==> src/rtl/booth_pp_gen.sv <==
// booth_pp_gen: two-stage radix-4 Booth encoder and partial-product generator.
// Stage 1 holds x with the encoded digits; stage 2 holds the packed rows and negate corrections.
module booth_pp_gen #(
  parameter int SIZE = 8
) (
  input  logic                         clk,
  input  logic                         rst_n,
  input  logic                         in_valid,
  output logic                         in_ready,
  input  logic [SIZE-1:0]              in_x,
  input  logic [SIZE-1:0]              in_y,
  output logic                         out_valid,
  input  logic                         out_ready,
  output logic [(SIZE/2)*(SIZE+1)-1:0] pp,
  output logic [SIZE-1:0]              cor
);
  localparam int ROWS = SIZE / 2;
  localparam int RW   = SIZE + 1;

  logic                s1_valid_reg;
  logic                s2_valid_reg;
  logic                s1_load;
  logic                s2_load;
  logic [SIZE-1:0]     x_reg;
  logic [ROWS-1:0]     sel1_reg, sel2_reg, neg_reg;
  logic [ROWS-1:0]     sel1_next, sel2_next, neg_next;
  logic [ROWS*RW-1:0]  pp_reg, pp_next;
  logic [SIZE-1:0]     cor_reg, cor_next;
  logic [SIZE:0]       y_ext;
  logic [RW-1:0]       x1_ext;
  logic [RW-1:0]       x2_ext;

  // Each stage advances when it is empty or the stage after it is moving.
  assign s2_load  = !s2_valid_reg || out_ready;
  assign s1_load  = !s1_valid_reg || s2_load;
  assign in_ready = s1_load;

  assign y_ext  = {in_y, 1'b0};
  assign x1_ext = {x_reg[SIZE-1], x_reg};
  assign x2_ext = {x_reg, 1'b0};

  genvar gi;
  generate
    for (gi = 0; gi < ROWS; gi++) begin : g_row
      logic [2:0]    trip;
      logic [RW-1:0] mag;

      // Triplet {y[2i+1], y[2i], y[2i-1]}; 000 and 111 both encode a plain zero.
      assign trip          = y_ext[2*gi +: 3];
      assign sel1_next[gi] = trip[1] ^ trip[0];
      assign sel2_next[gi] = (trip == 3'b011) || (trip == 3'b100);
      assign neg_next[gi]  = trip[2] && !(trip[1] && trip[0]);

      assign mag                   = sel2_reg[gi] ? x2_ext : (sel1_reg[gi] ? x1_ext : '0);
      assign pp_next[gi*RW +: RW]  = mag ^ {RW{neg_reg[gi]}};
      assign cor_next[2*gi]        = neg_reg[gi];
      assign cor_next[2*gi+1]      = 1'b0;
    end
  endgenerate

  always_ff @(posedge clk or negedge rst_n) begin
    if (!rst_n) begin
      s1_valid_reg <= 1'b0;
      x_reg        <= '0;
      sel1_reg     <= '0;
      sel2_reg     <= '0;
      neg_reg      <= '0;
    end else if (s1_load) begin
      s1_valid_reg <= in_valid;
      if (in_valid) begin
        x_reg    <= in_x;
        sel1_reg <= sel1_next;
        sel2_reg <= sel2_next;
        neg_reg  <= neg_next;
      end
    end
  end

  // Data registers only change on a real load so held results stay stable under stall.
  always_ff @(posedge clk or negedge rst_n) begin
    if (!rst_n) begin
      s2_valid_reg <= 1'b0;
      pp_reg       <= '0;
      cor_reg      <= '0;
    end else if (s2_load) begin
      s2_valid_reg <= s1_valid_reg;
      if (s1_valid_reg) begin
        pp_reg  <= pp_next;
        cor_reg <= cor_next;
      end
    end
  end

  assign out_valid = s2_valid_reg;
  assign pp        = pp_reg;
  assign cor       = cor_reg;

endmodule
==> config.mk <==
export PLATFORM = sky130hd
export DESIGN_NAME = booth_pp_gen
export DESIGN_NICKNAME = d
export VERILOG_FILES = /design/src/rtl/booth_pp_gen.sv
export SDC_FILE = /design/constraint.sdc
export NUM_CORES = 1
export LEC_CHECK = 0
export CORE_AREA = 3 3 100 102
export CTS_CLUSTER_DIAMETER = 200
export DETAILED_ROUTE_END_ITERATION = 12
export DIE_AREA = 0 0 103 105
export HOLD_SLACK_MARGIN = 0.02
export PLACE_DENSITY_LB_ADDON = 0.12
export RECOVER_POWER = 50
export SETUP_SLACK_MARGIN = 0.05
export SLEW_MARGIN = 20
export SYNTH_ARGS = -nofsm -noshare
export SYNTH_HDL_FRONTEND = slang
export SYNTH_SLANG_ARGS = --single-unit
==> constraint.sdc <==
create_clock -name clk -period 4.27 [get_ports clk]
set_input_delay 0.854 -clock clk [delete_from_list [all_inputs] [get_ports clk]]
set_output_delay 0.854 -clock clk [all_outputs]
set_load 0.1 [all_outputs]
==> flow_summary.yaml <==
clock_tree:
  cts_hold_buffers: 0
  clk_path_buf_depth: 2
  cts_tree: "yes"
  cts.sinks: 62
  root_buffer: "clkbuf_8"
  clock_latency_ns: 0.34
  postCtsSetupBuffers: 0
  htreeDepth: 3
  cts_resized: 0
  path_clk_slew_ns: 0.07
  numCtsBuffers: 9
synth:
  syn_inst: 354
  synth_mux_area_frac: 0.0703
  yosys.area_share.adder: 0.0208
  ys_ff_latch: 62
  synth_top_family_by_area: "compound AO/OA/AOI/OAI gates"
  synth_area_um2: 3610
  synth_xor_area_frac: 0.0194
  syn_area_per_cell_um2: 10.2
  synth-edff-count: 0
  yosys.area_share.simple: 0.145
  yosysWarnings: 0
  ys_types: 37
  synth_compound_area_frac: 0.235
  synth_ff_type: "dfrtp_1"
  yosysSeqAreaShare: 0.429
  async_flop_share: 1.00
grt:
  grt_max_degree: 49
  gr-usage-all-layers: 0.183
  antenna_found_initial: 0
  grt_pass1_vias: 2837
  grt_pass1_wl_um: 15400
  grt-ovfl-total: 0
die:
  ios: 66
  die_y_um: 105
  initial_utilization: 0.393
  design.die.area_um2: 10800
  die_w_um: 103
  core_um2: 9200
  num_rows: 35
routing:
  final_antenna_net_count: 0
  drt-vias-per-instance: 5.78
  routed_wl_um: 9390
  num_vias: 2912
  drt_iter0_drc: 161
  drc: 0
  first_pass_iters: 4
  wire_per_inst_um: 18.6
worst_setup_path:
  startpoint_type: "input pin"
  required_ns: 3.42
  cp_max_fo: 9
  worstSetupPathType: "input pin to output pin"
  r2r-end: "sel2_reg[0]"
  reg2reg_slack_ns: 1.58
  r2r-start: "s1_valid_reg"
  end_kind: "output pin"
  cp.arrival_ns: 2.22
  r2r_cells: 3
layout:
  syn2layout_area_growth_pct: 18.2
  multiInputGateArea_um2: 1750
  diodes: 0
  final_area_um2: 4270
  regArea_um2: 1550
  largest_reg_flops: 36
  nFillCells: 902
  drive_above_1_share: 0.0763
  layout.nets: 415
placement:
  hpwlAfterDp_um: 5980
  postPlaceCellArea_um2: 4140
  gp_congestion: 0.716
  portBuffers: 61
power_and_ir_drop:
  power.density_nw_per_um2: 684
  power_mw: 2.92
  vdd.ir_drop.worst_v: 0.000239
  p_leak_nw: 1.71
hold_path:
  holdPathEnd: "cor[4]"
  hold_class: "flop to flop"
  whs_path_depth: 1
  hold_start: "cor[4]"
timing:
  setup_viol: 0
  finalCriticalPeriod_ns: 3.07
  maxSlewViolCount: 37
  clock.fmax_mhz: 326
  finalCritPeriodShare: 0.719
  fin_worst_skew_ns: 0.00910
  slew_headroom: -0.349
  rsz0062_at_grt: "false"
  fin_setup_tns_ns: 0
  tightestPinTransition_ns: 2.02
  hold_viol_final: 0
status:
  failed_checks: "capacitance limit, slew limit"
  status: "finished with violations"
flow_run:
  cap_violations: 1
## cells by family (layout without fill, tap and decap cells)
kind of cell / Yosys count / in the layout
AND/OR/NAND/NOR: 93 / 93
AO/OA/AOI/OAI: 113 / 113
XOR/XNOR: 8 / 8
flip-flops: 62 / 62
other: 1 / 4
buffers and inverters: 50 / 86
adder cells (fa/ha/maj): 6 / 6
multiplexers: 21 / 21
## area by class of cell
| type | count | share of cell area |
|---|---|---|
| clock buffer | 14 | 0.0381 |
| clock inverter | 1 | 0.00117 |
| inverter | 8 | 0.00703 |
| multi-input combinational | 245 | 0.411 |
| sequential | 62 | 0.363 |
| tap | 111 | 0.0325 |
| timing repair buffer | 63 | 0.147 |
## stage by stage
| step | hold slack (ns) | std cells | utilization | setup slack [ns] |
|---|---|---|---|---|
| global placement | 0.500 | 489 | 0.450 | 1.27 |
| CTS | 0.519 | 504 | 0.468 | 1.38 |
| floorplan | 0.538 | 357 | - | 1.54 |
| finish | 0.510 | 504 | 0.464 | 1.20 |
| global route | 0.540 | 504 | 0.464 | 1.12 |
| detailed placement | 0.502 | 489 | 0.450 | 1.23 |
## critical path, cell delays in order
cell and delay (ns):
dlygate4sd3_1 0.57, nand3b_1 0.40, buf_4 0.39
## placed cells by master (no fill, tap or decap)
cell,count
nand2b_1,2
mux2i_1,4
mux2_2,11
o211ai_1,14
inv_1,7
a21boi_0,14
buf_12,1
and3_4,1
o21ai_0,21
clkdlybuf4s50_1,58
xnor2_1,2
buf_4,2
nor2_1,2
a31oi_1,3
nand2_1,47
clkbuf_1,4
nor3_2,1
mux2_1,6
and2b_1,1
xor2_1,6
clkinv_2,1
clkbuf_8,11
a2111o_1,14
or2b_1,1
ha_1,6
nor2b_1,1
dfrtp_1,62
nor2_4,1
a2111oi_0,14
dlygate4sd3_1,1
a311o_1,14
conb_1,4
a21oi_1,19
inv_2,1
nand3b_1,33
nand3_1,3
## where the power goes
group / switching, mW / internal (mW) / total, mW
logic: 1.16 / 0.389 / 1.54
clock network: 0.226 / 0.240 / 0.466
registers: 0.175 / 0.735 / 0.910
## cell usage after synthesis, types with 5 or more instances
library cell | n | area (um^2)
a21boi_0 | 14 | 105
a2111o_1 | 14 | 158
a2111oi_0 | 14 | 123
a21oi_1 | 19 | 95.1
buf_4 | 5 | 37.5
mux2_4 | 6 | 90.1
nand2_1 | 46 | 173
ha_1 | 6 | 75.1
dfrtp_1 | 62 | 1550
o21ai_0 | 21 | 105
nand3b_1 | 32 | 240
buf_2 | 16 | 80.1
mux2_2 | 11 | 124
buf_6 | 6 | 67.6
a311o_1 | 14 | 140
xor2_1 | 6 | 52.6
clkbuf_1 | 12 | 45.0
o211ai_1 | 14 | 105
inv_1 | 7 | 26.3
## metal layers
layer / GRT usage / vias up / wire, um
li1: - / 1371 / -
met1: 0.290 / 1430 / 4600
met2: 0.254 / 99 / 4170
met3: 0.0234 / 12 / 475
met4: 0.0574 / 0 / 144
met5: 0 / - / 0
## worst max-delay path by stage
stage / startpoint / to / slack (ns) / cells after the start
2_1_floorplan: out_valid / x_reg[2] / 1.54 / 4
3_3_place_gp: out_ready / pp[13] / 1.27 / 4
3_5_place_dp: out_ready / pp[6] / 1.23 / 4
4_1_cts: out_ready / in_ready / 1.38 / 3
5_1_grt: s1_valid_reg / in_ready / 1.12 / 2
6_report: out_ready / in_ready / 1.20 / 3
(Power assumes the default switching activity.)
